`src/rtl/btb_pkg.sv`:
```
// Shared types and helpers for the set-associative branch target buffer.
package btb_pkg;

  localparam int unsigned CTR_W = 2;

  typedef logic [CTR_W-1:0] ctr_t;

  localparam ctr_t STRONG_NOT_TAKEN = 2'b00;
  localparam ctr_t WEAK_NOT_TAKEN   = 2'b01;
  localparam ctr_t WEAK_TAKEN       = 2'b10;
  localparam ctr_t STRONG_TAKEN     = 2'b11;

  // Saturating 2-bit direction counter step.
  function automatic ctr_t ctr_next(input ctr_t c, input logic taken);
    ctr_t r;
    r = c;
    if (taken) begin
      if (c != STRONG_TAKEN) r = ctr_t'(c + 2'd1);
    end else begin
      if (c != STRONG_NOT_TAKEN) r = ctr_t'(c - 2'd1);
    end
    return r;
  endfunction

endpackage

```
`src/rtl/btb_assoc_if.sv`:
```
// Lookup / prediction / training / flush bundle of the BTB.
interface btb_assoc_if #(
  parameter int unsigned ADDR_W   = 32,
  parameter int unsigned NUM_WAYS = 2
);
  localparam int unsigned WAY_W = $clog2(NUM_WAYS);

  logic              flush;
  logic              lkp_valid;
  logic [ADDR_W-1:0] lkp_pc;
  logic              pred_valid;
  logic              pred_taken;
  logic [ADDR_W-1:0] pred_target;
  logic [WAY_W-1:0]  pred_way;
  logic              upd_valid;
  logic [ADDR_W-1:0] upd_pc;
  logic              upd_taken;
  logic [ADDR_W-1:0] upd_target;

  modport master (
    output flush, lkp_valid, lkp_pc, upd_valid, upd_pc, upd_taken, upd_target,
    input  pred_valid, pred_taken, pred_target, pred_way
  );

  modport slave (
    input  flush, lkp_valid, lkp_pc, upd_valid, upd_pc, upd_taken, upd_target,
    output pred_valid, pred_taken, pred_target, pred_way
  );
endinterface

```
`src/rtl/btb_lru.sv`:
```
// True-LRU age tracking per set: two ordered touch ports (b applied after a)
// and victim selection (lowest invalid way, else the oldest way).
module btb_lru #(
  parameter int unsigned NUM_SETS = 8,
  parameter int unsigned NUM_WAYS = 2
) (
  input  logic                        clk,
  input  logic                        rst_n,
  input  logic                        touch_a_en,
  input  logic [$clog2(NUM_SETS)-1:0] touch_a_set,
  input  logic [$clog2(NUM_WAYS)-1:0] touch_a_way,
  input  logic                        touch_b_en,
  input  logic [$clog2(NUM_SETS)-1:0] touch_b_set,
  input  logic [$clog2(NUM_WAYS)-1:0] touch_b_way,
  input  logic [$clog2(NUM_SETS)-1:0] vic_set,
  input  logic [NUM_WAYS-1:0]         vic_valid,
  output logic [$clog2(NUM_WAYS)-1:0] victim_c
);
  localparam int unsigned WAY_W = $clog2(NUM_WAYS);

  typedef logic [NUM_WAYS-1:0][WAY_W-1:0] ages_t;

  ages_t age_q [NUM_SETS];
  ages_t age_d [NUM_SETS];

  // Make way w MRU; ways younger than w's old age each get one step older.
  function automatic ages_t touch(input ages_t a, input logic [WAY_W-1:0] w);
    ages_t r;
    r = a;
    for (int v = 0; v < int'(NUM_WAYS); v++) begin
      if (a[v] < a[w]) r[v] = WAY_W'(a[v] + 1'b1);
    end
    r[w] = '0;
    return r;
  endfunction

  // Apply lookup touch, then update touch, so the update ends up MRU.
  always_comb begin
    age_d = age_q;
    if (touch_a_en) age_d[touch_a_set] = touch(age_d[touch_a_set], touch_a_way);
    if (touch_b_en) age_d[touch_b_set] = touch(age_d[touch_b_set], touch_b_way);
  end

  // Age registers; way w starts with age w.
  always_ff @(posedge clk or negedge rst_n) begin
    if (!rst_n) begin
      for (int s = 0; s < int'(NUM_SETS); s++)
        for (int w = 0; w < int'(NUM_WAYS); w++)
          age_q[s][w] <= WAY_W'(w);
    end else begin
      for (int s = 0; s < int'(NUM_SETS); s++)
        age_q[s] <= age_d[s];
    end
  end

  // Victim: lowest invalid way, otherwise the way holding the oldest age.
  always_comb begin
    logic found;
    found    = 1'b0;
    victim_c = '0;
    for (int w = 0; w < int'(NUM_WAYS); w++) begin
      if (!found && !vic_valid[w]) begin
        victim_c = WAY_W'(w);
        found    = 1'b1;
      end
    end
    if (!found) begin
      for (int w = 0; w < int'(NUM_WAYS); w++)
        if (age_q[vic_set][w] == WAY_W'(NUM_WAYS - 1)) victim_c = WAY_W'(w);
    end
  end

endmodule

```
`src/rtl/btb_assoc.sv`:
```
// N-way set-associative branch target buffer with registered lookup and
// edge-applied training. Optional macro BTB_UPDATE_BYPASS_EN forwards a
// same-cycle update that matches the lookup's set and tag.
module btb_assoc
  import btb_pkg::*;
#(
  parameter int unsigned NUM_SETS = 8,
  parameter int unsigned NUM_WAYS = 2,
  parameter int unsigned ADDR_W   = 32
) (
  input  logic          clk,
  input  logic          rst_n,
  btb_assoc_if.slave    bus
);
  localparam int unsigned IDX_W = $clog2(NUM_SETS);
  localparam int unsigned TAG_W = ADDR_W - IDX_W - 2;
  localparam int unsigned WAY_W = $clog2(NUM_WAYS);

  typedef struct packed {
    logic              valid;
    logic [TAG_W-1:0]  tag;
    logic [ADDR_W-1:0] target;
    ctr_t              ctr;
  } entry_t;

  entry_t mem [NUM_SETS][NUM_WAYS];

  logic [IDX_W-1:0] lkp_idx, upd_idx;
  logic [TAG_W-1:0] lkp_tag, upd_tag;
  logic             lkp_hit, upd_hit, upd_write;
  logic [WAY_W-1:0] lkp_way, upd_hit_way, upd_way, victim_c;
  logic [NUM_WAYS-1:0] upd_set_valid;
  ctr_t             upd_ctr;
  logic             pred_hit_c, pred_taken_c;
  logic [ADDR_W-1:0] pred_target_c;
  logic [WAY_W-1:0] pred_way_c;
  logic             unused_pc_bits;

  assign lkp_idx = bus.lkp_pc[IDX_W+1:2];
  assign lkp_tag = bus.lkp_pc[ADDR_W-1:IDX_W+2];
  assign upd_idx = bus.upd_pc[IDX_W+1:2];
  assign upd_tag = bus.upd_pc[ADDR_W-1:IDX_W+2];
  assign unused_pc_bits = ^{bus.lkp_pc[1:0], bus.upd_pc[1:0]};

  // Tag match for both ports; descending scan so the lowest way wins.
  always_comb begin
    lkp_hit     = 1'b0;
    lkp_way     = '0;
    upd_hit     = 1'b0;
    upd_hit_way = '0;
    for (int w = int'(NUM_WAYS) - 1; w >= 0; w--) begin
      upd_set_valid[w] = mem[upd_idx][w].valid;
      if (mem[lkp_idx][w].valid && mem[lkp_idx][w].tag == lkp_tag) begin
        lkp_hit = 1'b1;
        lkp_way = WAY_W'(w);
      end
      if (mem[upd_idx][w].valid && mem[upd_idx][w].tag == upd_tag) begin
        upd_hit     = 1'b1;
        upd_hit_way = WAY_W'(w);
      end
    end
  end

  // Training decision: hit trains the counter, taken miss allocates.
  always_comb begin
    upd_way   = upd_hit ? upd_hit_way : victim_c;
    upd_write = bus.upd_valid && !bus.flush && (upd_hit || bus.upd_taken);
    upd_ctr   = upd_hit ? ctr_next(mem[upd_idx][upd_hit_way].ctr, bus.upd_taken)
                        : WEAK_TAKEN;
  end

  btb_lru #(
    .NUM_SETS (NUM_SETS),
    .NUM_WAYS (NUM_WAYS)
  ) u_lru (
    .clk         (clk),
    .rst_n       (rst_n),
    .touch_a_en  (bus.lkp_valid && lkp_hit && !bus.flush),
    .touch_a_set (lkp_idx),
    .touch_a_way (lkp_way),
    .touch_b_en  (upd_write),
    .touch_b_set (upd_idx),
    .touch_b_way (upd_way),
    .vic_set     (upd_idx),
    .vic_valid   (upd_set_valid),
    .victim_c    (victim_c)
  );

  // Entry array: flush clears valid bits and drops any concurrent update.
  always_ff @(posedge clk or negedge rst_n) begin
    if (!rst_n) begin
      for (int s = 0; s < int'(NUM_SETS); s++)
        for (int w = 0; w < int'(NUM_WAYS); w++)
          mem[s][w] <= '{valid: 1'b0, tag: '0, target: '0, ctr: STRONG_NOT_TAKEN};
    end else if (bus.flush) begin
      for (int s = 0; s < int'(NUM_SETS); s++)
        for (int w = 0; w < int'(NUM_WAYS); w++)
          mem[s][w].valid <= 1'b0;
    end else if (upd_write) begin
      mem[upd_idx][upd_way].valid <= 1'b1;
      mem[upd_idx][upd_way].tag   <= upd_tag;
      mem[upd_idx][upd_way].ctr   <= upd_ctr;
      if (bus.upd_taken) mem[upd_idx][upd_way].target <= bus.upd_target;
    end
  end

  // Next prediction from pre-update contents, optionally forwarding the update.
  always_comb begin
    pred_hit_c    = lkp_hit && !bus.flush;
    pred_taken_c  = pred_hit_c && mem[lkp_idx][lkp_way].ctr[1];
    pred_target_c = pred_hit_c ? mem[lkp_idx][lkp_way].target : '0;
    pred_way_c    = pred_hit_c ? lkp_way : '0;
`ifdef BTB_UPDATE_BYPASS_EN
    if (upd_write && upd_idx == lkp_idx && upd_tag == lkp_tag) begin
      pred_hit_c    = 1'b1;
      pred_taken_c  = upd_ctr[1];
      pred_target_c = bus.upd_taken ? bus.upd_target : mem[upd_idx][upd_way].target;
      pred_way_c    = upd_way;
    end
`endif
  end

  // Prediction registers, loaded on each lookup and held otherwise.
  always_ff @(posedge clk or negedge rst_n) begin
    if (!rst_n) begin
      bus.pred_valid  <= 1'b0;
      bus.pred_taken  <= 1'b0;
      bus.pred_target <= '0;
      bus.pred_way    <= '0;
    end else if (bus.lkp_valid) begin
      bus.pred_valid  <= pred_hit_c;
      bus.pred_taken  <= pred_taken_c;
      bus.pred_target <= pred_target_c;
      bus.pred_way    <= pred_way_c;
    end
  end

endmodule

```
`src/flat_wrapper.sv`:
```
// flat-port wrapper written by rule: the top's interface ports become plain ports
module btb_assoc_flat import btb_pkg::*;
#(
  parameter int unsigned NUM_SETS = 8,
  parameter int unsigned NUM_WAYS = 2,
  parameter int unsigned ADDR_W   = 32
)
  (clk, rst_n, bus_flush, bus_lkp_valid, bus_lkp_pc, bus_upd_valid, bus_upd_pc, bus_upd_taken, bus_upd_target, bus_pred_valid, bus_pred_taken, bus_pred_target, bus_pred_way);
  btb_assoc_if #(.ADDR_W(ADDR_W), .NUM_WAYS(NUM_WAYS)) bus_i ();
  input  logic clk;
  input  logic rst_n;
  input wire logic [$bits(bus_i.flush)-1:0] bus_flush;
  input wire logic [$bits(bus_i.lkp_valid)-1:0] bus_lkp_valid;
  input wire logic [$bits(bus_i.lkp_pc)-1:0] bus_lkp_pc;
  input wire logic [$bits(bus_i.upd_valid)-1:0] bus_upd_valid;
  input wire logic [$bits(bus_i.upd_pc)-1:0] bus_upd_pc;
  input wire logic [$bits(bus_i.upd_taken)-1:0] bus_upd_taken;
  input wire logic [$bits(bus_i.upd_target)-1:0] bus_upd_target;
  output wire logic [$bits(bus_i.pred_valid)-1:0] bus_pred_valid;
  output wire logic [$bits(bus_i.pred_taken)-1:0] bus_pred_taken;
  output wire logic [$bits(bus_i.pred_target)-1:0] bus_pred_target;
  output wire logic [$bits(bus_i.pred_way)-1:0] bus_pred_way;
  assign bus_i.flush = bus_flush;
  assign bus_i.lkp_valid = bus_lkp_valid;
  assign bus_i.lkp_pc = bus_lkp_pc;
  assign bus_i.upd_valid = bus_upd_valid;
  assign bus_i.upd_pc = bus_upd_pc;
  assign bus_i.upd_taken = bus_upd_taken;
  assign bus_i.upd_target = bus_upd_target;
  assign bus_pred_valid = bus_i.pred_valid;
  assign bus_pred_taken = bus_i.pred_taken;
  assign bus_pred_target = bus_i.pred_target;
  assign bus_pred_way = bus_i.pred_way;
  btb_assoc #(.NUM_SETS(NUM_SETS), .NUM_WAYS(NUM_WAYS), .ADDR_W(ADDR_W)) u_core (.clk(clk), .rst_n(rst_n), .bus(bus_i));
endmodule
```
`config.mk`:
```
export PLATFORM = sky130hd
export DESIGN_NAME = btb_assoc_flat
export DESIGN_NICKNAME = d
export VERILOG_FILES = /design/src/rtl/btb_pkg.sv /design/src/rtl/btb_assoc_if.sv /design/src/rtl/btb_lru.sv /design/src/rtl/btb_assoc.sv /design/src/flat_wrapper.sv
export SDC_FILE = /design/constraint.sdc
export NUM_CORES = 2
export LEC_CHECK = 0
export BUFFER_PORTS_ARGS = -buffer_cell sky130_fd_sc_hd__buf_4
export CAP_MARGIN = 15
export CELL_PAD_IN_SITES_DETAIL_PLACEMENT = 0
export CELL_PAD_IN_SITES_GLOBAL_PLACEMENT = 1
export CORE_MARGIN = 8
export CORE_UTILIZATION = 53
export DETAILED_ROUTE_END_ITERATION = 7
export GPL_TIMING_DRIVEN = 0
export PLACE_DENSITY = 0.78
export SLEW_MARGIN = 10
export SYNTH_ARGS = -nofsm -noshare
export SYNTH_HDL_FRONTEND = slang
export SYNTH_SLANG_ARGS = --single-unit
```
`constraint.sdc`:
```
create_clock -name clk -period 4.7 [get_ports clk]
set_input_delay 0.705 -clock clk [delete_from_list [all_inputs] [get_ports clk]]
set_output_delay 0.705 -clock clk [all_outputs]
set_load 0.03 [all_outputs]
```
### Word-level counts from Yosys, hierarchy flattened

Index checks and enable logic that the tools add are counted.

* register bits: 1043
* latch bits: 0
* memory bits (writable): 0
* bits in read-only memories: 0
* input bits: 102
* output and inout port bits: 35
* logic and storage cells: 245
* memories kept: 0

* add/subtract/negate cells: 6
* multiply operators: 0
* divide/modulo/power cells: 0
* order comparisons: 16
* equal/unequal tests: 5
* shift-type cells: 0
* multiplexer cells: 102
* bitwise gates (word level): 10
* reduce and logical (&&, ||, !) cells: 22

Operators with widths (number)
* bitwise mux 992 bit: 4
* 2-to-1 mux 992 bit: 2
* demux 124 bit (select 3 bit): 4
* 2-to-1 mux 124 bit: 8
* binary-select mux 124 bit (select 3 bit): 2
* demux 62 bit (select 1 bit): 4
* 2-to-1 mux 34 bit: 4
* == test 27 bit: 4
* 2-to-1 mux 62 bit: 1
* 2-to-1 mux 61 bit: 1
* 2-to-1 mux 1 bit: 44
* bitwise mux 16 bit: 2
* 2-to-1 mux 16 bit: 2
* 2-to-1 mux 2 bit: 16
* 2-to-1 mux 32 bit: 1
* binary-select mux 2 bit (select 3 bit): 3
* logical AND 1 bit: 16
* demux 2 bit (select 3 bit): 2
* >= comparator 4 bit, second input constant: 2
* < comparator 4 x 1 -> 1 bit, second input constant: 2
* NOT 3 -> 4 bit: 2
* >= comparator 2 bit, second input constant: 3
* NOT 1 -> 2 bit: 3
* adder 1 bit, second input constant: 4
* 15 further kinds: 25

### Logic depth before layout (Yosys ltp)

* depth in word-level cells: 27
* mapped depth: 18
* gate-level depth less buffers: 11

### Modules after synthesis

From an unflattened synthesis, not the netlist that was laid out.

* cells, all modules: 3692
* area total of the unflattened synthesis: 52844.4 um^2

Modules (own cells, without submodules)
* btb_assoc: times used 1, cells each 3508, area each 51333.0 um^2, sequential area each 25699.6 um^2
* btb_lru: times used 1, cells each 184, area each 1511.4 um^2, sequential area each 410.4 um^2

### Worst setup path before layout

No wires, ideal clock.

* path kind: input to register
* start: input bus_lkp_pc[4]
* end: register u_core.u_lru.age_q[14] (netlist bit)
* library setup time: 142 ps
* data arrival time: 3959 ps
* required time: 4558 ps
* path slack: 599 ps
* stages on the path: 14
* path buffers: 4
* cell sequence: buf_2 buf_2 buf_2 buf_2 mux2i_1 a221oi_1 xnor2_1 nand4_1 or4b_2 o21bai_1 a21boi_0 o211ai_1 o31ai_2 a31oi_1

RTL lines
* from (decl): line flat_wrapper.sv:14 `input wire logic [$bits(bus_i.lkp_pc)-1:0] bus_lkp_pc;`
* to (signal, indexed assignment): line btb_lru.sv:49 `age_q[s][w] <= WAY_W'(w);`
* to (signal, indexed assignment): line btb_lru.sv:52 `age_q[s] <= age_d[s];`
* to (decl): line btb_lru.sv:23 `ages_t age_q [NUM_SETS];`

### Worst setup path after layout

* start: input bus_upd_pc[2]
* end: register u_core.mem[47] (netlist bit)

* cells in the longest elaborated chain, start to end: 22
* elaborated cells on any way between the ends: 51
* classes of those cells: order compare (4); eq/ne (2); mux (34); bitwise (2); reduce/logical (9)

RTL lines
* from (decl): line flat_wrapper.sv:16 `input wire logic [$bits(bus_i.upd_pc)-1:0] bus_upd_pc;`
* NOT 3 -> 4 bit (implied by the code) *
* branches (longest 21 deep; another with >= comparator 2 bit)
* to (signal, indexed assignment): line btb_assoc.sv:94 `mem[s][w] <= '{valid: 1'b0, tag: '0, target: '0, ctr: STRONG_NOT_TAKEN};`
* to (decl): line btb_assoc.sv:26 `entry_t mem [NUM_SETS][NUM_WAYS];`

Mark *: on every way between the ends. The select of a mux whose other input is x is not followed.
A chain may end at the register's enable or synchronous reset.

==> results.md <==
* Pwr per Cell Area at 387.5 mW/mm2
* Post-synthesis sequential area ratio at 49.65%
* Htree depth at 3
* Final setup viols at 304
* HP Start: bus_upd_target[19]
* Fin area at 0.06004 mm2
* Setup TNS at -10310 ps
* Share of cells above drive strength 1 at 41.18%
* Post-synth EDFFs at 0
* Drt wl/cell at 39.20 um
* Total power at 23.27 mW
* RSZ-0062 raised after global routing: yes
* Synth Cell Area at 0.05259 mm2
* Initial antenna violation count at 13
* Pre-CTS setup slack at -2205 ps
* All-layer global routing usage at 40.18%
* Std cell rows at 115
* Worst setup EP type: flop
* Final worst setup slack at -140.7 ps
* Worst-Margin Slew at 1348 ps
* First-pass GRT wire length at 309000 um
* Max Fclk at 206.6 MHz
* Max-capacitance violation count at 0
* Commonest non-fill, non-tap cell in the layout: mux2_2
* Port Buffers at 101
* Top cell by count, worst path: buf_4
* Antenna Violating Nets Remaining at 0
* TritonCTS Sinks at 1043
* WL final at 221800 um
* FFs w/ async S/R, synth at 100.0%
* Reg2reg start: u_core.mem[163]
* TritonCTS buffer count at 111
* Fin crit period at 4841 ps
* Non-Filler Instances at 5659
* Chip width at 331.0 um
* Placed Instances at 5437
* Area grow syn2layout at 14.15%
* Mean Syn Cell Area at 13.05 um2
* Startpoint types: input pin
* Grt ovf at 0
* Mapped Cells at 4029
* Pre-antenna DRT Iters at 6
* Worst Hold End: u_core.mem[83]
* Clock root buffer: clkbuf_16
* Hold Path Class: input pin to flop
* Final RePlAce weighted congestion at 1.123
* Core ar. at 0.09842 mm2
* DP Area at 0.05542 mm2
* Crit path arrival time at 5460 ps
* Routed vias at 40080
* R2R cell count at 13
* Synth warnings at 0
* Synth Flop Type: dfrtp_1
* Vias in the first global route at 39900
* DR iter-0 viols at 4982
* R2R Path End: u_core.bus.pred_target[30]
* I/O pin total at 137
* Crit Path Category: input pin to flop
* Worst path cell trace: buf_2 -> buf_4 -> clkbuf_4 -> buf_4 -> a221oi_1 -> o22ai_1 -> xor2_1 -> nor3_1 -> nand4_1 -> buf_4 -> buf_4 -> o21ai_4 -> nor3_4 -> buf_4 -> buf_2 -> mux2_1
* CP Max Fanout at 11
* Synthesis-stage register bit count at 1043
* DRC viols at 0
* DIE HEIGHT at 331.0 um
* Nets at 4375
* Fin crit share at 103.0%
* Starting Density at 53.44%
* Die Area at 0.1096 mm2
* Reg2Reg Setup Slack at 330 ps
* HPWL Detailed at 149200 um
* Worst Path Required at 5320 ps
* Leakage Power at 27.83 nW
* Max clock buf depth at 3
* Hold Vio Cnt, Final at 0
* Critical Path Max Stage Delay at 630 ps
* Worst hold stages at 2
* Clk_lat worst skew at 770 ps
* Final Util at 61.00%
* Critical path's slowest cell: buf_2
* Cell variety after synth at 93
* CTS tree: built
* Slew Viols, Final at 0
* Commonest non-fill, non-tap cells in the layout: 1038 x mux2_2, 1035 x dfrtp_1, 203 x mux2i_1
* Peak VDD IR at 0.3156 mV
* Pin count of the biggest net entering global routing at 161
* Status: finished with violations
* WHS at 225.3 ps
* Syn nets at 4131
* Failing checks: negative setup slack
* Vias/cell at 7.083
* Layout Skew at 39.63 ps
* Clk pin slew, worst setup/hold paths at 60 ps
* Max_slew headroom at 10.16%
layer usage:
layer	vias up	part of all wire (%)	wire length, um	track usage [%]
met3	868	9.9	22000	11.06
li1	15710	-	-	-
met4	6	9.3	20740	29.74
met5	-	0.015	34	0
met2	2653	44	96800	60.16
met1	20840	37	82250	49.80
worst max-delay path by stage:
stage,from,to,slack (ps),cells past startpoint
finish,bus_upd_pc[2],u_core.mem[47],-140,16
global route,bus_upd_pc[4],u_core.mem[978],-70,17
CTS,bus_lkp_pc[2],u_core.u_lru.age_q[6],-150,15
detailed placement,bus_upd_pc[4],u_core.mem[905],-2200,17
global placement,rst_n,u_core.mem[44],-9620,1
floorplan,bus_lkp_pc[4],u_core.u_lru.age_q[14],600,14
state kept, by name (all words and copies together), names as in the netlist:
name,flops
u_core.u_lru.age_q,16
u_core.bus.pred_taken,1
u_core.mem,992
u_core.bus.pred_target,32
u_core.bus.pred_way,1
u_core.bus.pred_valid,1
logic make-up (layout without fill, tap and decap cells):
group	count (synthesis)	after routing	share of synthesized area, %
flip-flops	1043	1043	49.65
AO/OA/AOI/OAI	663	663	9.033
other	0	11	0
buffers and inverters	424	756	3.787
adder cells (fa/ha/maj)	1	1	0.02141
AND/OR/NAND/NOR	406	406	4.125
XOR/XNOR	90	90	1.499
multiplexers	1402	1402	31.89
critical path, delay by kind of cell:
family	cells	cell delay (ps)
multiplexers	1	380
buffers and inverters	8	2760
AND/OR/NAND/NOR	3	460
AO/OA/AOI/OAI	3	430
XOR/XNOR	1	610
synthesized netlist by cell type (all sizes together), types with 8 or more instances:
library cell	count	area (um2)
o21ai	46	234.0
and3	13	81.33
nor2b	15	93.84
nand2b	13	81.33
dfstp	8	210.2
o221ai	45	394.1
and2	15	96.34
a21oi	82	414.2
nand4	21	131.4
buf	209	1184
o22a	23	201.4
dfrtp	1035	25900
mux2i	203	2032
clkbuf	165	620.6
or4	9	75.07
a221o	28	280.3
nor2	102	397.9
o22ai	201	1264
a2bb2oi	8	70.07
a22o	16	140.1
mux4	98	2240
nand3	17	90.09
a21o	20	150.1
nor3	40	216.5
inv	48	180.2
mux2	1101	12500
nand2	78	292.8
xor2	30	262.8
or2	8	50.05
nor4	42	281.5
xnor2	60	525.5
a211oi	14	110.1
a31oi	14	87.58
a22oi	67	503.0
a221oi	48	426.7
report_power, final:
group	leakage, nW	internal, mW	switching [mW]	total, mW
sequential	14.0	9.88	0.620	10.5
clock	1.85	5.18	3.94	9.12
combinational	12.0	1.59	2.06	3.65
layout make-up:
class	instances	area (um2)
diodes	11	27.53
plain buffers	367	2213
clock buffers	163	3283
clock inverters	38	480.5
fillers	8071	38380
inverters	50	187.7
multi-input cells	2562	24820
flip-flops and latches	1043	26110
well taps	1287	1610
repair buffers	138	1306
what timing repair did:
| action | in CTS | in global routing |
|---|---|---|
| endpoints found under the hold margin | 103 | 0 |
| endpoints found under the setup margin | 1043 | 971 |
| pin swaps | 5 | 3 |
| resized for setup | 162 | 74 |
| buffers inserted | 10 | 6 |
| hold buffers | 1 | 0 |
Power figures use the tool's default switching activity.
